File: config.mk
export PLATFORM = sky130hd
export DESIGN_NAME = mem_read_seq_flat
export DESIGN_NICKNAME = d
export VERILOG_FILES = /design/src/rtl/mem_pkg.sv /design/src/rtl/mem_read_seq_if.sv /design/src/rtl/seq_wrap_cnt.sv /design/src/rtl/mem_read_seq.sv /design/src/flat_wrapper.sv
export SDC_FILE = /design/constraint.sdc
export NUM_CORES = 1
export LEC_CHECK = 0
export CORE_UTILIZATION = 30
export CTS_CLUSTER_SIZE = 28
export DETAILED_ROUTE_END_ITERATION = 8
export DONT_BUFFER_PORTS = 1
export SYNTH_ARGS = -nofsm -noshare
export SYNTH_HDL_FRONTEND = slang
export SYNTH_SLANG_ARGS = --single-unit
File: constraint.sdc
create_clock -name clk -period 1.77 [get_ports clk]
set_input_delay 0.177 -clock clk [delete_from_list [all_inputs] [get_ports clk]]
set_output_delay 0.177 -clock clk [all_outputs]
set_load 0.05 [all_outputs]
File: src/rtl/mem_pkg.sv
// Shared types and sizing for the matrix-1 read sequencer (mem_read_seq).
package mem_pkg;

    localparam int unsigned M_DEF     = 6;
    localparam int unsigned N_DEF     = 3;
    localparam int unsigned NUM_READS = M_DEF * M_DEF / N_DEF;
    localparam int unsigned ROW_W     = $clog2(M_DEF);
    localparam int unsigned COL_W     = $clog2(M_DEF / N_DEF);

    typedef enum logic [1:0] {
        ST_IDLE,
        ST_ISSUE,
        ST_DRAIN,
        ST_DONE
    } state_e;

    typedef struct packed {
        logic [COL_W-1:0] col;
        logic [ROW_W-1:0] row;
    } addr_t;

    // Counter width that stays at least one bit for degenerate ranges.
    function automatic int unsigned cnt_w(input int unsigned n);
        return (n < 2) ? 1 : $clog2(n);
    endfunction

endpackage

File: src/rtl/mem_read_seq_if.sv
// Handshake and address bus between the matrix-multiply FSM, mem_read_seq and the read pipeline.
// MEM_READ_SEQ_PERF_EN adds the stall_cycles performance counter.
interface mem_read_seq_if
    import mem_pkg::*;
#(
    parameter int unsigned M = M_DEF,
    parameter int unsigned N = N_DEF
);
    localparam int unsigned RW = cnt_w(M);
    localparam int unsigned CW = cnt_w(M / N);

    logic          start;
    logic          abort;
    logic          stall;
    logic [RW-1:0] row;
    logic [CW-1:0] column;
    logic          rd_en;
    logic          busy;
    logic          done;
`ifdef MEM_READ_SEQ_PERF_EN
    logic [15:0]   stall_cycles;

    modport master (
        input  start, abort, stall,
        output row, column, rd_en, busy, done, stall_cycles
    );
    modport slave (
        output start, abort, stall,
        input  row, column, rd_en, busy, done, stall_cycles
    );
`else
    modport master (
        input  start, abort, stall,
        output row, column, rd_en, busy, done
    );
    modport slave (
        output start, abort, stall,
        input  row, column, rd_en, busy, done
    );
`endif

endinterface

File: src/rtl/seq_wrap_cnt.sv
// Enable-gated up-counter that wraps at MAX; carry_c flags the wrapping increment.
module seq_wrap_cnt #(
    parameter int unsigned W   = 3,
    parameter int unsigned MAX = 5
) (
    input  logic         clk,
    input  logic         rst_n,
    input  logic         clr,
    input  logic         en,
    output logic [W-1:0] count,
    output logic         carry_c
);

    assign carry_c = en && (count == W'(MAX));

    always_ff @(posedge clk or negedge rst_n) begin
        if (!rst_n) begin
            count <= '0;
        end else if (clr) begin
            count <= '0;
        end else if (en) begin
            count <= carry_c ? '0 : count + W'(1);
        end
    end

endmodule

File: src/rtl/mem_read_seq.sv
// Sweeps the matrix-1 read pipeline over all M*(M/N) addresses, then waits DRAIN cycles and pulses done.
// Optional MEM_READ_SEQ_PERF_EN adds a saturating stall_cycles counter.
module mem_read_seq
    import mem_pkg::*;
#(
    parameter int unsigned N     = N_DEF,
    parameter int unsigned M     = M_DEF,
    parameter int unsigned DRAIN = N + 1
) (
    input  logic           clk,
    input  logic           rst_n,
    mem_read_seq_if.master bus
);

    localparam int unsigned RW    = cnt_w(M);
    localparam int unsigned CW    = cnt_w(M / N);
    localparam int unsigned DRN_W = cnt_w(DRAIN);

    state_e           state;
    logic             rd_en_q;
    logic             busy_q;
    logic             done_q;
    logic [DRN_W-1:0] drain_cnt;
    logic [RW-1:0]    row_q;
    logic [CW-1:0]    col_q;
    logic             abort_hit_c;
    logic             cnt_clr_c;
    logic             row_adv_c;
    logic             row_carry_c;
    logic             col_carry_c;

    // Every strobed read advances the address; abort or idle parks it at (0,0).
    always_comb begin
        abort_hit_c = bus.abort && ((state == ST_ISSUE) || (state == ST_DRAIN));
        cnt_clr_c   = abort_hit_c || (state == ST_IDLE);
        row_adv_c   = (state == ST_ISSUE) && rd_en_q && !bus.abort;
    end

    seq_wrap_cnt #(.W(RW), .MAX(M - 1)) u_row_cnt (
        .clk     (clk),
        .rst_n   (rst_n),
        .clr     (cnt_clr_c),
        .en      (row_adv_c),
        .count   (row_q),
        .carry_c (row_carry_c)
    );

    seq_wrap_cnt #(.W(CW), .MAX((M / N) - 1)) u_col_cnt (
        .clk     (clk),
        .rst_n   (rst_n),
        .clr     (cnt_clr_c),
        .en      (row_carry_c),
        .count   (col_q),
        .carry_c (col_carry_c)
    );

    // Sweep control FSM with registered strobes.
    always_ff @(posedge clk or negedge rst_n) begin
        if (!rst_n) begin
            state     <= ST_IDLE;
            rd_en_q   <= 1'b0;
            busy_q    <= 1'b0;
            done_q    <= 1'b0;
            drain_cnt <= '0;
        end else begin
            rd_en_q <= 1'b0;
            done_q  <= 1'b0;
            case (state)
                ST_IDLE: begin
                    if (bus.start) begin
                        state   <= ST_ISSUE;
                        busy_q  <= 1'b1;
                        rd_en_q <= !bus.stall;
                    end
                end
                ST_ISSUE: begin
                    if (bus.abort) begin
                        state  <= ST_IDLE;
                        busy_q <= 1'b0;
                    end else if (col_carry_c) begin
                        state     <= ST_DRAIN;
                        drain_cnt <= DRN_W'(DRAIN - 1);
                    end else begin
                        rd_en_q <= !bus.stall;
                    end
                end
                ST_DRAIN: begin
                    if (bus.abort) begin
                        state  <= ST_IDLE;
                        busy_q <= 1'b0;
                    end else if (drain_cnt == '0) begin
                        state  <= ST_DONE;
                        done_q <= 1'b1;
                    end else begin
                        drain_cnt <= drain_cnt - DRN_W'(1);
                    end
                end
                ST_DONE: begin
                    state  <= ST_IDLE;
                    busy_q <= 1'b0;
                end
                default: begin
                    state  <= ST_IDLE;
                    busy_q <= 1'b0;
                end
            endcase
        end
    end

    assign bus.row    = row_q;
    assign bus.column = col_q;
    assign bus.rd_en  = rd_en_q;
    assign bus.busy   = busy_q;
    assign bus.done   = done_q;

`ifdef MEM_READ_SEQ_PERF_EN
    logic [15:0] stall_cnt;

    // Stalled ISSUE cycles of the current sweep, saturating.
    always_ff @(posedge clk or negedge rst_n) begin
        if (!rst_n) begin
            stall_cnt <= '0;
        end else if ((state == ST_IDLE) && bus.start) begin
            stall_cnt <= '0;
        end else if ((state == ST_ISSUE) && bus.stall && !(&stall_cnt)) begin
            stall_cnt <= stall_cnt + 16'(1);
        end
    end

    assign bus.stall_cycles = stall_cnt;
`endif

endmodule

File: src/flat_wrapper.sv
// flat-port wrapper written by rule: the top's interface ports become plain ports
module mem_read_seq_flat import mem_pkg::*;
#(
    parameter int unsigned N     = N_DEF,
    parameter int unsigned M     = M_DEF,
    parameter int unsigned DRAIN = N + 1
)
  (clk, rst_n, bus_start, bus_abort, bus_stall, bus_row, bus_column, bus_rd_en, bus_busy, bus_done);
  mem_read_seq_if #(.M(M), .N(N)) bus_i ();
  input  logic clk;
  input  logic rst_n;
  input wire logic [$bits(bus_i.start)-1:0] bus_start;
  input wire logic [$bits(bus_i.abort)-1:0] bus_abort;
  input wire logic [$bits(bus_i.stall)-1:0] bus_stall;
  output wire logic [$bits(bus_i.row)-1:0] bus_row;
  output wire logic [$bits(bus_i.column)-1:0] bus_column;
  output wire logic [$bits(bus_i.rd_en)-1:0] bus_rd_en;
  output wire logic [$bits(bus_i.busy)-1:0] bus_busy;
  output wire logic [$bits(bus_i.done)-1:0] bus_done;
  assign bus_i.start = bus_start;
  assign bus_i.abort = bus_abort;
  assign bus_i.stall = bus_stall;
  assign bus_row = bus_i.row;
  assign bus_column = bus_i.column;
  assign bus_rd_en = bus_i.rd_en;
  assign bus_busy = bus_i.busy;
  assign bus_done = bus_i.done;
  mem_read_seq #(.N(N), .M(M), .DRAIN(DRAIN)) u_core (.clk(clk), .rst_n(rst_n), .bus(bus_i));
endmodule
==> out/qor.json, run 1 <==
{
  "status": "finished clean",
  "timing.final.setup_violations": 0,
  "final.min_clock_period_ns": 1.60,
  "timing.critical_path.arrival_ns": 1.76,
  "cp_max_fo": 7,
  "power_density_nw_per_um2": 1220,
  "multiInputGateArea_sq_um": 349,
  "port-buffer-count": 0,
  "clock-sinks": 11,
  "hold_fails_final_rpt": 0,
  "clock_tree.buffer_depth": 2,
  "core_area_sq_um": 2000,
  "power.sequential.fraction": 0.410,
  "clk_pin_slew_ns": 0.07,
  "relative_slew_slack": 0.673,
  "netSwitchingFraction": 0.404,
  "dp.final_hpwl_microns": 896,
  "drt-pass1-iter-count": 4,
  "worst_hold_startpoint": "bus_start",
  "clock_tree_from_tritoncts": "built",
  "timing.rr.end": "u_core.drain_cnt[1]$_DFFE_PN0P_",
  "synth_sequential_area_ratio": 0.423,
  "synth_largest_type_area_fraction": 0.423,
  "globalRouteTotalUtil": 0.109,
  "diodes": 0,
  "mostFrequentLayoutCell": "sky130_fd_sc_hd__dfrtp_1",
  "p_int_w": 0.000559,
  "critPathRequiredTime_ns": 1.93,
  "clk-insertion-delay-late_ns": 0.27,
  "floorplan.die_area_sq_um": 2360,
  "die_x_microns": 48.6,
  "num-fill-cells": 207,
  "totalWireLength_microns": 1120,
  "grt_antenna_before_repair": 0,
  "synth_warnings": 0,
  "layout-area-overhead-vs-synth_pct": 18.3,
  "area_leader_netlist": "sky130_fd_sc_hd__dfrtp_1",
  "setup-tns-final_ns": 0,
  "drv_slew": 0,
  "p_leak_nw": 0.370,
  "setup_repair_after_global_routing_missed_its_margin": "false",
  "drt_first_iter_violations": 4,
  "cts_htree_levels": 1,
  "drive_gt1_frac": 0.203,
  "routabilityCongestion": 0.765,
  "hold-worst-slack_ns": 0.0909,
  "via_per_inst": 4.67,
  "placement.setup.worst_slack_ns": 0.168,
  "slew_at_the_pin_with_the_worst_max_slew_slack_ns": 0.489,
  "r2r_start": "u_core.state[0]$_DFFE_PN0P_",
  "p_switching_w": 0.000378,
  "globalRoute.totalOverflow": 0,
  "dp.cells": 95,
  "die_height_microns": 48.6,
  "postSynthRegisterBits": 11,
  "syn_avg_cell_area_sq_um": 10.3,
  "cts_made_buffers": 3,
  "floorplan.initialDensity": 0.325,
  "finish.cell_count_without_fillers": 101,
  "pin_count_of_the_biggest_net_entering_global_routing": 12,
  "commonest_cells_after_routing_fill_and_taps_aside": "sky130_fd_sc_hd__dfrtp_1, sky130_fd_sc_hd__inv_1, sky130_fd_sc_hd__nor2_1, sky130_fd_sc_hd__ha_1",
  "reg2regPathDepth": 5,
  "wire_per_inst_microns": 11.0,
  "criticalPathCategory": "flop to flop",
  "sequential_cell_area_sq_um": 277,
  "first_pass_grt_wire_length_microns": 1970,
  "postSynth.topFlopCell": "sky130_fd_sc_hd__dfrtp_1",
  "synthDistinctLibCells": 24,
  "final_min_period_over_clock_period": 0.904,
  "min_delay_path_depth": 2,
  "floorplan.rows": 16,
  "synth-edff-count": 0,
  "ys_top_cells_by_area": "sky130_fd_sc_hd__dfrtp_1, sky130_fd_sc_hd__ha_1, sky130_fd_sc_hd__inv_1",
  "postSynth.asyncResetShare": 1.00,
  "ir_worst_vdd_uv": 494,
  "mappedNetlistNets": 74,
  "critPathLaunchType": "flop",
  "total_standard_cell_area_after_synthesis_sq_um": 651,
  "post-cts-setup-buffer-count": 0,
  "skew_ns": 0.00543,
  "first_global_vias": 467,
  "critPathCaptureType": "flop",
  "drc": 0,
  "reg2reg_setup_slack_ns": 0.17,
  "fin_util": 0.384,
  "achievable-frequency_mhz": 625,
  "clock_power_share": 0.181,
  "comb_power_share": 0.409,
  "via_count": 472,
  "cap_violations": 0,
  "floorplan.io_pins": 12,
  "postRouteAntennaNets": 0,
  "instance_count_of_the_mapped_netlist": 63,
  "class_of_the_most_critical_hold_timing_path": "input port to flop",
  "worst_hold_path.endpoint": "u_core.bus.rd_en$_DFF_PN0_",
  "clock-root-buffer": "sky130_fd_sc_hd__clkbuf_4",
  "nNetsFinal": 86,
  "finalWorstSetupSlack_ns": 0.169
}
final cells by class:
| cell class | instances | area share |
|---|---|---|
| inverter | 7 | 0.0341 |
| timing repair buffer | 7 | 0.0748 |
| multi-input combinational | 45 | 0.454 |
| tap | 27 | 0.0439 |
| clock buffer | 4 | 0.0341 |
| sequential | 11 | 0.359 |
synthesized netlist by cell type (all sizes together), types with 2 or more instances:
library cell	count
o21ai	2
dfrtp	11
nor2	6
inv	7
or3b	3
a21oi	5
ha	6
a21o	2
nand2	5
mux2	2
worst max path at each step:
stage / startpoint / end / slack, ns / depth (start not counted)
after global routing: u_core.state[0]$_DFFE_PN0P_ / u_core.drain_cnt[1]$_DFFE_PN0P_ / 0.09 / 5
after detailed placement: u_core.state[0]$_DFFE_PN0P_ / u_core.drain_cnt[1]$_DFFE_PN0P_ / 0.17 / 5
after CTS: u_core.state[0]$_DFFE_PN0P_ / u_core.drain_cnt[1]$_DFFE_PN0P_ / 0.15 / 5
final: u_core.state[0]$_DFFE_PN0P_ / u_core.drain_cnt[1]$_DFFE_PN0P_ / 0.17 / 5
after global placement: u_core.state[0]$_DFFE_PN0P_ / u_core.drain_cnt[0]$_DFFE_PN0P_ / 0.20 / 5
after floorplan: u_core.u_row_cnt.count[1]$_DFFE_PN0P_ / u_core.drain_cnt[0]$_DFFE_PN0P_ / 0.004 / 5
sequential cells by signal (all words and copies together) (netlist names):
name	flops
u_core.u_row_cnt.count	3
u_core.bus.busy	1
u_core.bus.done	1
u_core.state	2
u_core.bus.rd_en	1
u_core.u_col_cnt.count	1
u_core.drain_cnt	2
per-layer routing:
metal  routed length [microns]  global-route usage  up-vias
li1                          -                   -      243
met1                       503               0.121      218
met2                       516               0.181        9
met3                        86              0.0692        2
met4                        10              0.0147        0
met5                         0                   0        -
worst max-delay path, stage by stage, from the launching register on:
cell and delay, ns:
sky130_fd_sc_hd__dfrtp_1 0.37, sky130_fd_sc_hd__inv_1 0.07, sky130_fd_sc_hd__ha_1 0.28, sky130_fd_sc_hd__a21o_1 0.19, sky130_fd_sc_hd__a211oi_2 0.20, sky130_fd_sc_hd__mux2_2 0.37
cell families (layout without fill, tap and decap cells):
kind of cell / count (synthesis) / count (layout) / share of synthesized area
multiplexers: 3 / 3 / 0.0500
AND/OR/NAND/NOR: 21 / 21 / 0.210
AO/OA/AOI/OAI: 15 / 15 / 0.162
flip-flops: 11 / 11 / 0.423
buffers and inverters: 7 / 18 / 0.0404
adder cells (fa/ha/maj): 6 / 6 / 0.115
through the flow:
step	power, W	cell area (sq um)
CTS	0.000953	769
global placement	0.000764	723
detailed placement	0.000769	723
global route	0.00102	769
floorplan	0.000693	652
finish	0.000937	769
power groups by stage:
stage | Combinational, W | Clock [W] | Sequential [W]
2_1_floorplan | 0.000271 | 0 | 0.000422
3_3_place_gp | 0.000375 | 0 | 0.000389
3_5_place_dp | 0.000379 | 0 | 0.000390
4_1_cts | 0.000390 | 0.000178 | 0.000384
5_1_grt | 0.000438 | 0.000193 | 0.000393
6_report | 0.000383 | 0.000170 | 0.000384
timing repair:
item / CTS / global route
hold endpoints to repair: 12 / 0
hold buffers: 2 / 0
gates resized for setup: 0 / 0
Note: power is estimated with default switching activity, not from simulation.
==> inputs of run 2 (changes only) <==
--- a/config.mk
+++ b/config.mk
@@ -5,6 +5,7 @@
 export SDC_FILE = /design/constraint.sdc
 export NUM_CORES = 1
 export LEC_CHECK = 0
+export ABC_AREA = 1
 export CORE_UTILIZATION = 30
 export CTS_CLUSTER_SIZE = 28
 export DETAILED_ROUTE_END_ITERATION = 8
==> constraint.sdc (replaced) <==
create_clock -name clk -period 1.8 [get_ports clk]
set_input_delay 0.18 -clock clk [delete_from_list [all_inputs] [get_ports clk]]
set_output_delay 0.18 -clock clk [all_outputs]
set_load 0.05 [all_outputs]
==> out/qor.json, run 2 <==
{
  "status": "finished clean",
  "setup-tns-final": {"value": 0, "unit": "ns", "change": "unchanged"},
  "hold-worst-slack": {"value": 0.0479, "unit": "ns", "change": "-0.0430 ns"},
  "clk-insertion-delay-late": {"value": 0.27, "unit": "ns", "change": "about the same"},
  "cts_htree_levels": {"value": 1, "change": "unchanged"},
  "cts_made_buffers": {"value": 3, "change": "unchanged"},
  "layout_top_registers": "u_core.u_row_cnt.count x3, u_core.drain_cnt x2, u_core.state x2",
  "criticalPathCategory": "flop to flop",
  "drive_gt1_frac": {"value": 0.122, "change": "-0.0805"},
  "wire_per_inst": {"value": 9.91, "unit": "microns", "change": "-10%"},
  "timing.critical_path.arrival": {"value": 1.65, "unit": "ns", "change": "-0.11 ns"},
  "worst-path-buf-inv": {"value": 1, "change": "unchanged"},
  "slew_at_the_pin_with_the_worst_max_slew_slack": {"value": 0.522, "unit": "ns", "change": "+0.0328 ns"},
  "worst_hold_path.endpoint": "u_core.bus.rd_en$_DFF_PN0_",
  "via_per_inst": {"value": 4.48, "change": "-4.2%"},
  "total_standard_cell_area_after_synthesis": {"value": 619, "unit": "sq um", "change": "-4.8%"},
  "drt_first_iter_violations": {"value": 6, "change": "+2"},
  "first_global_vias": {"value": 446, "change": "-4.5%"},
  "postSynth.topFlopCell": "sky130_fd_sc_hd__dfrtp_1",
  "port-buffer-count": {"value": 0, "change": "unchanged"},
  "grt_util_met3": {"value": 0.0226, "change": "-0.0465"},
  "clock_tree_from_tritoncts": "built",
  "finalWorstSetupSlack": {"value": 0.314, "unit": "ns", "change": "+0.145 ns"},
  "reg2regPathDepth": {"value": 9, "change": "+4"},
  "dp.final_hpwl": {"value": 915, "unit": "microns", "change": "+2.1%"},
  "floorplan.initialDensity": {"value": 0.319, "change": "-0.00606"},
  "totalWireLength": {"value": 1160, "unit": "microns", "change": "+3.9%"},
  "core_area": {"value": 1940, "unit": "sq um", "change": "-3.0%"},
  "relative_slew_slack": {"value": 0.651, "change": "-0.0219"},
  "die_x": {"value": 47.4, "unit": "microns", "change": "-2.3%"},
  "path_cells": "inv_1 -> ha_1 -> nand2_1 -> nor2_2 -> nand3_2 -> nand2_1 -> nand2_1 -> nand2_1 -> nand2_1",
  "cpPeakStageDelay": {"value": 0.41, "unit": "ns", "change": "+0.04 ns"},
  "worst_hold_startpoint": "bus_start",
  "routabilityCongestion": {"value": 0.831, "change": "+8.6%"},
  "drt-pass1-iter-count": {"value": 4, "change": "unchanged"},
  "globalRoute.totalOverflow": {"value": 0, "change": "unchanged"},
  "clock_tree.buffer_depth": {"value": 2, "change": "unchanged"},
  "area_leader_netlist": "sky130_fd_sc_hd__dfrtp_1",
  "synth_sequential_area_ratio": {"value": 0.444, "change": "+0.0214"},
  "power_density": {"value": 1300, "unit": "nW/um^2", "change": "+7.1%"},
  "syn_avg_cell_area": {"value": 7.94, "unit": "sq um", "change": "-23%"},
  "final_min_period_over_clock_period": {"value": 0.826, "change": "-0.0787"},
  "class_of_the_most_critical_hold_timing_path": "input port to flop",
  "cap_violations": {"value": 0, "change": "unchanged"},
  "worst_path_most_repeated_cell": "sky130_fd_sc_hd__nand2_1",
  "floorplan.io_pins": {"value": 12, "change": "unchanged"},
  "critPathRequiredTime": {"value": 1.96, "unit": "ns", "change": "+0.03 ns"},
  "synth-edff-count": {"value": 0, "change": "unchanged"},
  "critPathLaunchType": "flop",
  "clock-sinks": {"value": 11, "change": "unchanged"},
  "layout-area-overhead-vs-synth_pct": 20.6,
  "hold_fails_final_rpt": {"value": 0, "change": "unchanged"},
  "drc": {"value": 0, "change": "unchanged"},
  "synth_largest_type_area_fraction": {"value": 0.444, "change": "+0.0214"},
  "cts_resized": {"value": 0, "change": "unchanged"},
  "synth_top_cells_by_count": "sky130_fd_sc_hd__nand2_1, sky130_fd_sc_hd__dfrtp_1, sky130_fd_sc_hd__inv_1",
  "r2r_start": "u_core.state[1]$_DFFE_PN0P_",
  "pin_count_of_the_biggest_net_entering_global_routing": {"value": 12, "change": "unchanged"},
  "critPathCaptureType": "flop",
  "reg2reg_setup_slack": {"value": 0.31, "unit": "ns", "change": "+0.14 ns"},
  "skew": {"value": 0.000807, "unit": "ns", "change": "-0.00462 ns"},
  "ys_top_cells_by_area": "sky130_fd_sc_hd__dfrtp_1, sky130_fd_sc_hd__nand2_1, sky130_fd_sc_hd__ha_1",
  "globalRouteTotalUtil": {"value": 0.125, "change": "+0.0162"},
  "drv_slew": {"value": 0, "change": "unchanged"},
  "via_count": {"value": 524, "change": "+11%"},
  "first_pass_grt_wire_length": {"value": 1890, "unit": "microns", "change": "-4.2%"},
  "synthDistinctLibCells": {"value": 14, "change": "-42%"},
  "postSynth.asyncResetShare": {"value": 1.00, "change": "unchanged"},
  "cp_max_fo": {"value": 4, "change": "-3"},
  "largest_reg_flops": {"value": 3, "change": "unchanged"},
  "grt_antenna_before_repair": {"value": 0, "change": "unchanged"},
  "mostFrequentLayoutCell": "sky130_fd_sc_hd__nand2_1",
  "timing.final.setup_violations": {"value": 0, "change": "unchanged"},
  "achievable-frequency": {"value": 673, "unit": "MHz", "change": "+7.7%"},
  "registers.top_by_ff_count": "u_core.u_row_cnt.count",
  "diodes": {"value": 0, "change": "unchanged"},
  "cpMaxStageDelayCell": "sky130_fd_sc_hd__dfrtp_1",
  "post_cts_hold_buffer_count": {"value": 3, "change": "+1"},
  "p_leak": {"value": 0.397, "unit": "nW", "change": "+7.4%"},
  "instance_count_of_the_mapped_netlist": {"value": 78, "change": "+24%"},
  "ir_worst_vdd": {"value": 587, "unit": "uV", "change": "+19%"},
  "die_height": {"value": 47.4, "unit": "microns", "change": "-2.3%"},
  "min_delay_path_depth": {"value": 2, "change": "unchanged"},
  "post-cts-setup-buffer-count": {"value": 0, "change": "unchanged"},
  "timing.rr.end": "u_core.drain_cnt[0]$_DFFE_PN0P_",
  "globalRoute.busiestLayer": "met2",
  "mappedNetlistNets": {"value": 89, "change": "+20%"},
  "groute.layer.met2.usage": {"value": 0.175, "change": "-0.00541"},
  "postSynthRegisterBits": {"value": 11, "change": "unchanged"},
  "synth_most_common_cell": "sky130_fd_sc_hd__nand2_1",
  "floorplan.rows": {"value": 16, "change": "unchanged"},
  "commonest_cells_after_routing_fill_and_taps_aside": "sky130_fd_sc_hd__nand2_1, sky130_fd_sc_hd__dfrtp_1, sky130_fd_sc_hd__inv_1",
  "nNetsFinal": {"value": 102, "change": "+19%"},
  "clk_pin_slew": {"value": 0.07, "unit": "ns", "change": "about the same"},
  "floorplan.die_area": {"value": 2250, "unit": "sq um", "change": "-4.6%"},
  "final.min_clock_period": {"value": 1.49, "unit": "ns", "change": "-0.115 ns"},
  "placement.setup.worst_slack": {"value": 0.321, "unit": "ns", "change": "+0.153 ns"},
  "num-fill-cells": {"value": 214, "change": "+3.4%"},
  "synth_warnings": {"value": 0, "change": "unchanged"},
  "postRouteAntennaNets": {"value": 0, "change": "unchanged"},
  "clock-root-buffer": "sky130_fd_sc_hd__clkbuf_4",
  "grt_use_met1": {"value": 0.167, "change": "+0.0460"},
  "setup_repair_after_global_routing_missed_its_margin": "false",
  "critical-path-top-delay-family": "simple AND/OR/NAND/NOR gates"
}
run 2: how the worst max path moves through the flow:
stage,from,end,slack [ns],cells after the start
detailed placement,u_core.state[1]$_DFFE_PN0P_,u_core.drain_cnt[0]$_DFFE_PN0P_,0.32,9
global route,u_core.state[1]$_DFFE_PN0P_,u_core.drain_cnt[0]$_DFFE_PN0P_,0.15,9
CTS,u_core.state[1]$_DFFE_PN0P_,u_core.drain_cnt[0]$_DFFE_PN0P_,0.31,9
global placement,u_core.state[1]$_DFFE_PN0P_,u_core.drain_cnt[0]$_DFFE_PN0P_,0.35,9
floorplan,u_core.u_row_cnt.count[0]$_DFFE_PN0P_,u_core.drain_cnt[0]$_DFFE_PN0P_,0.25,8
finish,u_core.state[1]$_DFFE_PN0P_,u_core.drain_cnt[0]$_DFFE_PN0P_,0.31,9
run 2: stage by stage:
step           cells   util  total power [W]  cell area (sq um)
2_1_floorplan     78      -         0.000717                619
3_3_place_gp     110  0.356         0.000792                691
3_5_place_dp     110  0.356         0.000801                691
4_1_cts          117  0.385         0.000986                747
5_1_grt          117  0.385          0.00107                747
6_report         117  0.385         0.000975                747
run 2: area by class of cell:
cell class / count / area [sq um] / area share
sequential: 11 / 275 / 0.369
multi-input combinational: 58 / 310 / 0.415
timing repair buffer: 8 / 67.6 / 0.0905
clock buffer: 4 / 26.3 / 0.0352
tap: 27 / 33.8 / 0.0452
inverter: 9 / 33.8 / 0.0452
run 2: logic make-up (layout without fill, tap and decap cells):
group                      Yosys count  after routing  synth area share
and+or+nand+nor                     41             41             0.281
DFF                                 11             11             0.444
AOI/OAI and AO/OA                   10             10            0.0848
buffers and inverters                9             21            0.0545
adders and majority gates            6              6             0.121
xor gates and xnor gates             1              1            0.0141
run 2: power by group:
group | switching, W | internal (W)
Combinational | 0.000260 | 0.000147
Sequential | 0.0000863 | 0.000310
Clock | 0.0000848 | 0.0000857
Total | 0.000432 | 0.000543
run 2: routing by layer:
metal / up-vias / routed length [microns] / share of wire
met5: - / 0 / 0
met4: 0 / 41 / 0.035
met3: 6 / 35 / 0.030
met2: 12 / 527 / 0.45
met1: 230 / 555 / 0.48
li1: 276 / - / -
